### config.mk
export PLATFORM = sky130hd
export DESIGN_NAME = cmp_decode
export DESIGN_NICKNAME = d
export VERILOG_FILES = /design/src/rtl/cmp_pkg.sv /design/src/rtl/cmp_sync.sv /design/src/rtl/cmp_decode.sv
export SDC_FILE = /design/constraint.sdc
export NUM_CORES = 1
export LEC_CHECK = 0
export CORE_ASPECT_RATIO = 0.8
export CORE_MARGIN = 2
export CORE_UTILIZATION = 45
export CTS_CLUSTER_SIZE = 30
export DETAILED_ROUTE_END_ITERATION = 7
export GPL_TIMING_DRIVEN = 0
export PLACE_DENSITY = 0.7
export SYNTH_ARGS = -nofsm -noshare
export SYNTH_HDL_FRONTEND = slang
export SYNTH_HIERARCHICAL = 1
export SYNTH_SLANG_ARGS = --single-unit
### constraint.sdc
create_clock -name clk -period 1.6 [get_ports clk]
set_input_delay 0.16 -clock clk [delete_from_list [all_inputs] [get_ports clk]]
set_output_delay 0.16 -clock clk [all_outputs]
set_load 0.005 [all_outputs]
### src/rtl/cmp_pkg.sv
// Shared definitions for the comparator decode path and its downstream consumers.
package cmp_pkg;

  localparam int CMP_WINDOW_LOG2_DEFAULT = 8;
  localparam int CMP_SYNC_STAGES_DEFAULT = 2;

  typedef logic [CMP_WINDOW_LOG2_DEFAULT:0] cmp_result_t;

endpackage

### src/rtl/cmp_sync.sv
// Flop-chain synchronizer for asynchronous analog outputs; chain clears to 0 on reset.
module cmp_sync
  import cmp_pkg::*;
#(
  parameter int STAGES = CMP_SYNC_STAGES_DEFAULT
) (
  input  logic clk,
  input  logic reset,
  input  logic d_i,
  output logic q_o
);

  logic [STAGES-1:0] chain_q;
  logic [STAGES-1:0] chain_d;

  // Next value: shift the raw input in at the low end.
  always_comb begin
    chain_d = {chain_q[STAGES-2:0], d_i};
  end

  // Synchronizer flops.
  always_ff @(posedge clk) begin
    if (reset) begin
      chain_q <= {STAGES{1'b0}};
    end else begin
      chain_q <= chain_d;
    end
  end

  assign q_o = chain_q[STAGES-1];

endmodule

### src/rtl/cmp_decode.sv
// Comparator receive path: synchronize, chopper-demodulate, accumulate a power-of-two
// window of decisions and present the ones-count on a valid/ready slot.
module cmp_decode
  import cmp_pkg::*;
#(
  parameter int WINDOW_LOG2 = CMP_WINDOW_LOG2_DEFAULT,
  parameter int SYNC_STAGES = CMP_SYNC_STAGES_DEFAULT
) (
  input  logic                   clk,
  input  logic                   reset,
  input  logic                   en,
  input  logic                   cmp_out,
  input  logic                   cmp_p2,
  input  logic                   sample,
  output logic                   decision,
  output logic                   decision_valid,
  output logic [WINDOW_LOG2:0]   result,
  output logic                   result_valid,
  input  logic                   result_ready,
  output logic                   overrun
);

  logic                   cmp_sync_s;
  logic                   sample_q;
  logic                   decision_q, decision_d;
  logic                   decision_valid_q, decision_valid_d;
  logic [WINDOW_LOG2:0]   acc_q, acc_d;
  logic [WINDOW_LOG2-1:0] wcnt_q, wcnt_d;
  logic [WINDOW_LOG2:0]   result_q, result_d;
  logic                   result_valid_q, result_valid_d;
  logic                   overrun_q, overrun_d;

  logic                   strobe_s;
  logic                   dec_bit_s;
  logic [WINDOW_LOG2:0]   sum_s;
  logic                   last_s;
  logic                   handshake_s;

  cmp_sync #(
    .STAGES (SYNC_STAGES)
  ) u_sync (
    .clk   (clk),
    .reset (reset),
    .d_i   (cmp_out),
    .q_o   (cmp_sync_s)
  );

  // Decision, accumulator and output-slot next-state logic.
  always_comb begin
    strobe_s         = sample & ~sample_q & en;
    dec_bit_s        = cmp_sync_s ^ cmp_p2;
    sum_s            = acc_q + {{WINDOW_LOG2{1'b0}}, dec_bit_s};
    last_s           = (wcnt_q == {WINDOW_LOG2{1'b1}});
    handshake_s      = result_valid_q & result_ready;

    decision_d       = decision_q;
    decision_valid_d = 1'b0;
    acc_d            = acc_q;
    wcnt_d           = wcnt_q;
    result_d         = result_q;
    result_valid_d   = result_valid_q & ~handshake_s;
    overrun_d        = overrun_q;

    if (!en) begin
      // Disabled: discard any partial window; a held result stays put.
      acc_d  = {(WINDOW_LOG2+1){1'b0}};
      wcnt_d = {WINDOW_LOG2{1'b0}};
    end else if (strobe_s) begin
      decision_d       = dec_bit_s;
      decision_valid_d = 1'b1;
      wcnt_d           = wcnt_q + WINDOW_LOG2'(1);
      if (last_s) begin
        acc_d = {(WINDOW_LOG2+1){1'b0}};
        if (!result_valid_q || handshake_s) begin
          result_d       = sum_s;
          result_valid_d = 1'b1;
        end else begin
          overrun_d = 1'b1;
        end
      end else begin
        acc_d = sum_s;
      end
    end else begin
      acc_d = acc_q;
    end
  end

  // State registers; sample_q resets high so a strobe held through reset is not seen.
  always_ff @(posedge clk) begin
    if (reset) begin
      sample_q         <= 1'b1;
      decision_q       <= 1'b0;
      decision_valid_q <= 1'b0;
      acc_q            <= {(WINDOW_LOG2+1){1'b0}};
      wcnt_q           <= {WINDOW_LOG2{1'b0}};
      result_q         <= {(WINDOW_LOG2+1){1'b0}};
      result_valid_q   <= 1'b0;
      overrun_q        <= 1'b0;
    end else begin
      sample_q         <= sample;
      decision_q       <= decision_d;
      decision_valid_q <= decision_valid_d;
      acc_q            <= acc_d;
      wcnt_q           <= wcnt_d;
      result_q         <= result_d;
      result_valid_q   <= result_valid_d;
      overrun_q        <= overrun_d;
    end
  end

  assign decision       = decision_q;
  assign decision_valid = decision_valid_q;
  assign result         = result_q;
  assign result_valid   = result_valid_q;
  assign overrun        = overrun_q;

endmodule

[Yosys cells after proc, flatten, opt, wreduce, memory -nomap -nowiden]
Cells that the tools add are included.
Storage, ports and cells
  flip-flop bits (word level): 33
  input port bits: 7
  word-level logic and storage cells: 33
Operators by class
  add/sub/neg operators: 2
  equality and inequality tests: 1
  mux-type cells: 6
  bitwise logic cells: 9
  reductions and logical operators: 6
Operators with widths (count)
  $add A9 B1 Y9: 1
  $mux W9: 1
  $add A8 B1 Y8 const B: 1
  $eq A8 B8 Y1 const B: 1
  $reduce_and A4 Y1: 2
  $mux W1: 5
  $and A1 B1 Y1: 4
  $not A1 Y1: 4
  $reduce_and A2 Y1: 1
  $reduce_or A2 Y1: 1
  $logic_not A1 Y1: 1
  $logic_or A1 B1 Y1: 1
  $xor A1 B1 Y1: 1

[Logic depth before layout (Yosys ltp)]
  depth after elaboration: 7
  depth in mapped cells: 7

[By module]
The synthesis kept the hierarchy.
By module, submodules not included
  cmp_decode: instances 1, cells each 147, area an instance 1358.8 um^2, seq. area each 620.6 um^2
  cmp_sync: instances 1, cells each 4, area an instance 52.6 um^2, seq. area each 40.0 um^2

[Least setup slack after synthesis]
Ideal clock, no wire load.
  path type: register -> register
  start point: register wcnt_q[0]
  end point: register result_q[3] (netlist: result[3])
  arrival: 1.514 ns
  data required time: 1.469 ns
  setup slack: -0.045 ns
  stages on the path, launching flop included: 7
  path buffers: 1
  clock period less this slack: 1.645 ns
  cells stage by stage: dfxtp_1 ha_1 nand3_1 nor4b_4 buf_6 mux2i_1 nor2_1
On the way
  word-level cells in the longest chain between the ends: 2
Ends and longest elaborated chain
  start: declaration: line cmp_decode.sv:28  | logic [WINDOW_LOG2-1:0] wcnt_q, wcnt_d;
  start signal: assignment: line cmp_decode.sv:95  | wcnt_q <= {WINDOW_LOG2{1'b0}};
  start signal: assignment: line cmp_decode.sv:104  | wcnt_q <= wcnt_d;
  $eq A8 B8 Y1: line cmp_decode.sv:53  | last_s = (wcnt_q == {WINDOW_LOG2{1'b1}});
  $reduce_and A4 Y1 (no line)
  end signal: assignment: line cmp_decode.sv:96  | result_q <= {(WINDOW_LOG2+1){1'b0}};
  end signal: assignment: line cmp_decode.sv:105  | result_q <= result_d;
  end: declaration: line cmp_decode.sv:29  | logic [WINDOW_LOG2:0] result_q, result_d;
No other way between the ends.
A chain may end at the register's enable or synchronous reset.

[Worst setup path after layout]
  start point: register u_sync.chain_q[1]
  end point: register result_q[8] (netlist: result[8])
On the way
  word-level cells in the longest chain between the ends: 2
Ends and longest elaborated chain
  start: declaration: line cmp_sync.sv:13  | logic [STAGES-1:0] chain_q;
  start signal: assignment: line cmp_sync.sv:24  | chain_q <= {STAGES{1'b0}};
  start signal: assignment: line cmp_sync.sv:26  | chain_q <= chain_d;
  $xor A1 B1 Y1: line cmp_decode.sv:51  | dec_bit_s = cmp_sync_s ^ cmp_p2;
  via dec_bit_s: line cmp_decode.sv:34  | logic dec_bit_s;
  $add A9 B1 Y9: line cmp_decode.sv:52  | sum_s = acc_q + {{WINDOW_LOG2{1'b0}}, dec_bit_s};
The timed path passes the listed nets, and every way through them passes these cells.

==> qor.yml <==
placed_design:
  dp_hpwl_um: 1920
  io_buffers: 19
  dp_worst_setup_slack_ns: -0.469
  gp_congestion: 0.784
  place_area_um2: 1660
yosys:
  yosysUniqueCellTypes: 28
  synthCells: 151
  syn_nets: 161
  yosysWarnings: 6
  async_flop_share_pct: 0
  ys_top_cells_by_area: "dfxtp_1 47%, nor2_1 6.6%, xor2_1 5.6%"
  synth-seq-cells: 33
  synth_common_cells: "33 x dfxtp_1, 25 x nor2_1, 12 x nand2_1"
  synth_edf_count: 0
  ys_seq_area_share_pct: 46.8
  netlist.area_leader.share_pct: 46.8
  synth.cell_area_um2: 1410
  synth_top_area_cell: "dfxtp_1"
  syn_avg_cell_area_um2: 9.35
  yosys.cell_count.top_type: "dfxtp_1"
  ys.flop_type: "dfxtp_1"
sta:
  rsz0062_at_grt: "yes"
  period_minus_slack_ns: 1.62
  hold_slack_ns: 0.328
  period_share_pct: 102
  relSlewSlack_pct: 63.8
  setup_total_negative_slack_ns: -0.0244
  fin_ws_ns: -0.0244
  hold_viol_final: 0
  worstMarginPinSlew_ns: 0.543
  clock.fmax_mhz: 616
  slew_violations: 0
  setup_violations: 1
  skew_ns: 0.00993
finish:
  post-route-util_pct: 65.7
  diodes: 0
  area_growth_pct: 41.6
  final-seq-area_um2: 672
  n_fill_cell: 249
  drive_gt1_share_pct: 26.1
  final_area_um2: 2000
  fin_nets: 197
  multi_input_area_um2: 851
job:
  cap_violations: 0
setup_path:
  crit_type: "reg2reg"
  critPathMaxStageDelay_ns: 0.36
  crit_family: "flip-flops"
  regToRegSetupSlack_ns: -0.02
  arrival_ns: 1.79
  critPathCaptureType: "flip-flop"
  path_cells: "xor2_4 > ha_4 > ha_4 > and3_4 > and3_4 > xnor2_2 > a211oi_2"
  cp_max_fo: 3
  critPathRequiredTime_ns: 1.76
  slowest_stage: "dfxtp_4"
  startpoint_type: "flip-flop"
  crit_buf_inv: 0
die:
  rows: 18
  ioPinCount: 20
  start_util_pct: 46.4
  die_w_um: 66.6
  fp.coreArea_um2: 3040
  dieArea_um2: 3600
  fp.dieH_um: 54.1
grt:
  first_global_vias: 1089
  overflow: 0
  grt_pass1_wl_um: 4890
  grt_use_total_pct: 18.9
  antenna_found_initial: 0
  grt_max_degree: 11
clocking:
  numClockSinks: 33
  cts_tree: "done"
  h-tree-depth: 2
  cts_made_buffers: 5
  cts_buffer_depth: 2
  root_buffer: "clkbuf_8"
  ctsHoldBuffers: 0
  insertion_delay_ns: 0.29
  path_clk_slew_ns: 0.07
power_and_ir_drop:
  power.leakage_uw: 0.000683
  ir_worst_vdd_mv: 0.735
  power_density_nw_per_um2: 857
drt:
  ant_nets: 0
  drcViolationCount: 0
  wire_per_inst_um: 13.6
  drt_pass1_iterations: 4
  drt-total-wl_um: 3110
  vias: 1180
  drt_iter0_markers: 38
  viasPerCell: 5.18
outcome:
  status: "complete, but fails checks"
  violations: "setup timing"
worst_hold_path:
  hold_class: "in2reg"
[worst register-to-register path: stages (launching register included)]
cell	delay (ns)
dfxtp_4	0.36
xor2_4	0.16
ha_4	0.18
ha_4	0.16
and3_4	0.19
and3_4	0.17
xnor2_2	0.20
a211oi_2	0.10
[logic make-up after synthesis]
kind of cell               after synthesis  synth area share (%)
AOI/OAI and AO/OA                       22                  11.5
xor gates and xnor gates                15                  9.31
adders and majority gates                3                  2.66
buffers and inverters                    8                  2.66
DFF                                     33                  46.8
muxes                                    5                  3.55
and+or+nand+nor                         65                  23.5
[power breakdown]
| group | leakage, uW | internal (uW) | switching (uW) |
|---|---|---|---|
| Combinational | 0.000355 | 30.6 | 36.7 |
| Sequential | 0.000270 | 824 | 3.05 |
| Clock | 0.0000585 | 508 | 310 |
[final cells by class]
type / count / area share, %
inverters: 1 / 0.188
clock buffers: 7 / 4.32
plain buffers: 6 / 1.57
repair buffers: 30 / 13.7
flip-flops and latches: 33 / 33.6
multi-input cells: 110 / 42.6
well taps: 40 / 2.50
clock inverters: 1 / 1.50
[layer usage]
| metal | up-vias | GRT usage (%) | share of wire, % |
|---|---|---|---|
| li1 | 592 | - | - |
| met1 | 557 | 22.8 | 47 |
| met2 | 22 | 30.2 | 47 |
| met3 | 9 | 5.86 | 4.2 |
| met4 | 0 | 10.9 | 2.2 |
| met5 | - | 0 | 0 |
[path summary, 6_finish.rpt]
| kind | from | endpoint | cells after the start |
|---|---|---|---|
| setup / recovery | u_sync/chain_q[1] | result[8] | 7 |
| setup reg to reg | u_sync/chain_q[1] | result[8] | 7 |
| hold / removal | en | wcnt_q[1] | 3 |
| hold reg to reg | u_sync/chain_q[0] | u_sync/chain_q[1] | 1 |
[repair_timing]
item                                   in CTS  in global routing
cloned                                      1                  0
setup buffers                               7                  3
pin swaps                                   6                  8
endpoints found under the hold margin       0                  0
setup endpoints to repair                  11                 18
resized for setup                          17                 16
[registers in the layout, indices dropped and copies added, names as in the netlist]
signal / cells
decision: 1
sample_q: 1
decision_valid: 1
u_sync/chain_q: 2
wcnt_q: 8
acc_q: 9
result: 9
result_valid: 1
overrun: 1
[metrics by stage]
stage / power, uW / cells
floorplan: 875 / 151
global placement: 904 / 210
detailed placement: 905 / 210
CTS: 1710 / 225
global route: 1760 / 228
finish: 1710 / 228
[placed cells by master, fill, tap and decap left out, types with 6 or more instances in the layout]
cell type / count
dfxtp_1: 28
xor2_1: 7
nand2_1: 12
nor2_1: 25
clkbuf_8: 6
clkdlybuf4s50_1: 17
buf_4: 11
(Power assumes the default switching activity.)
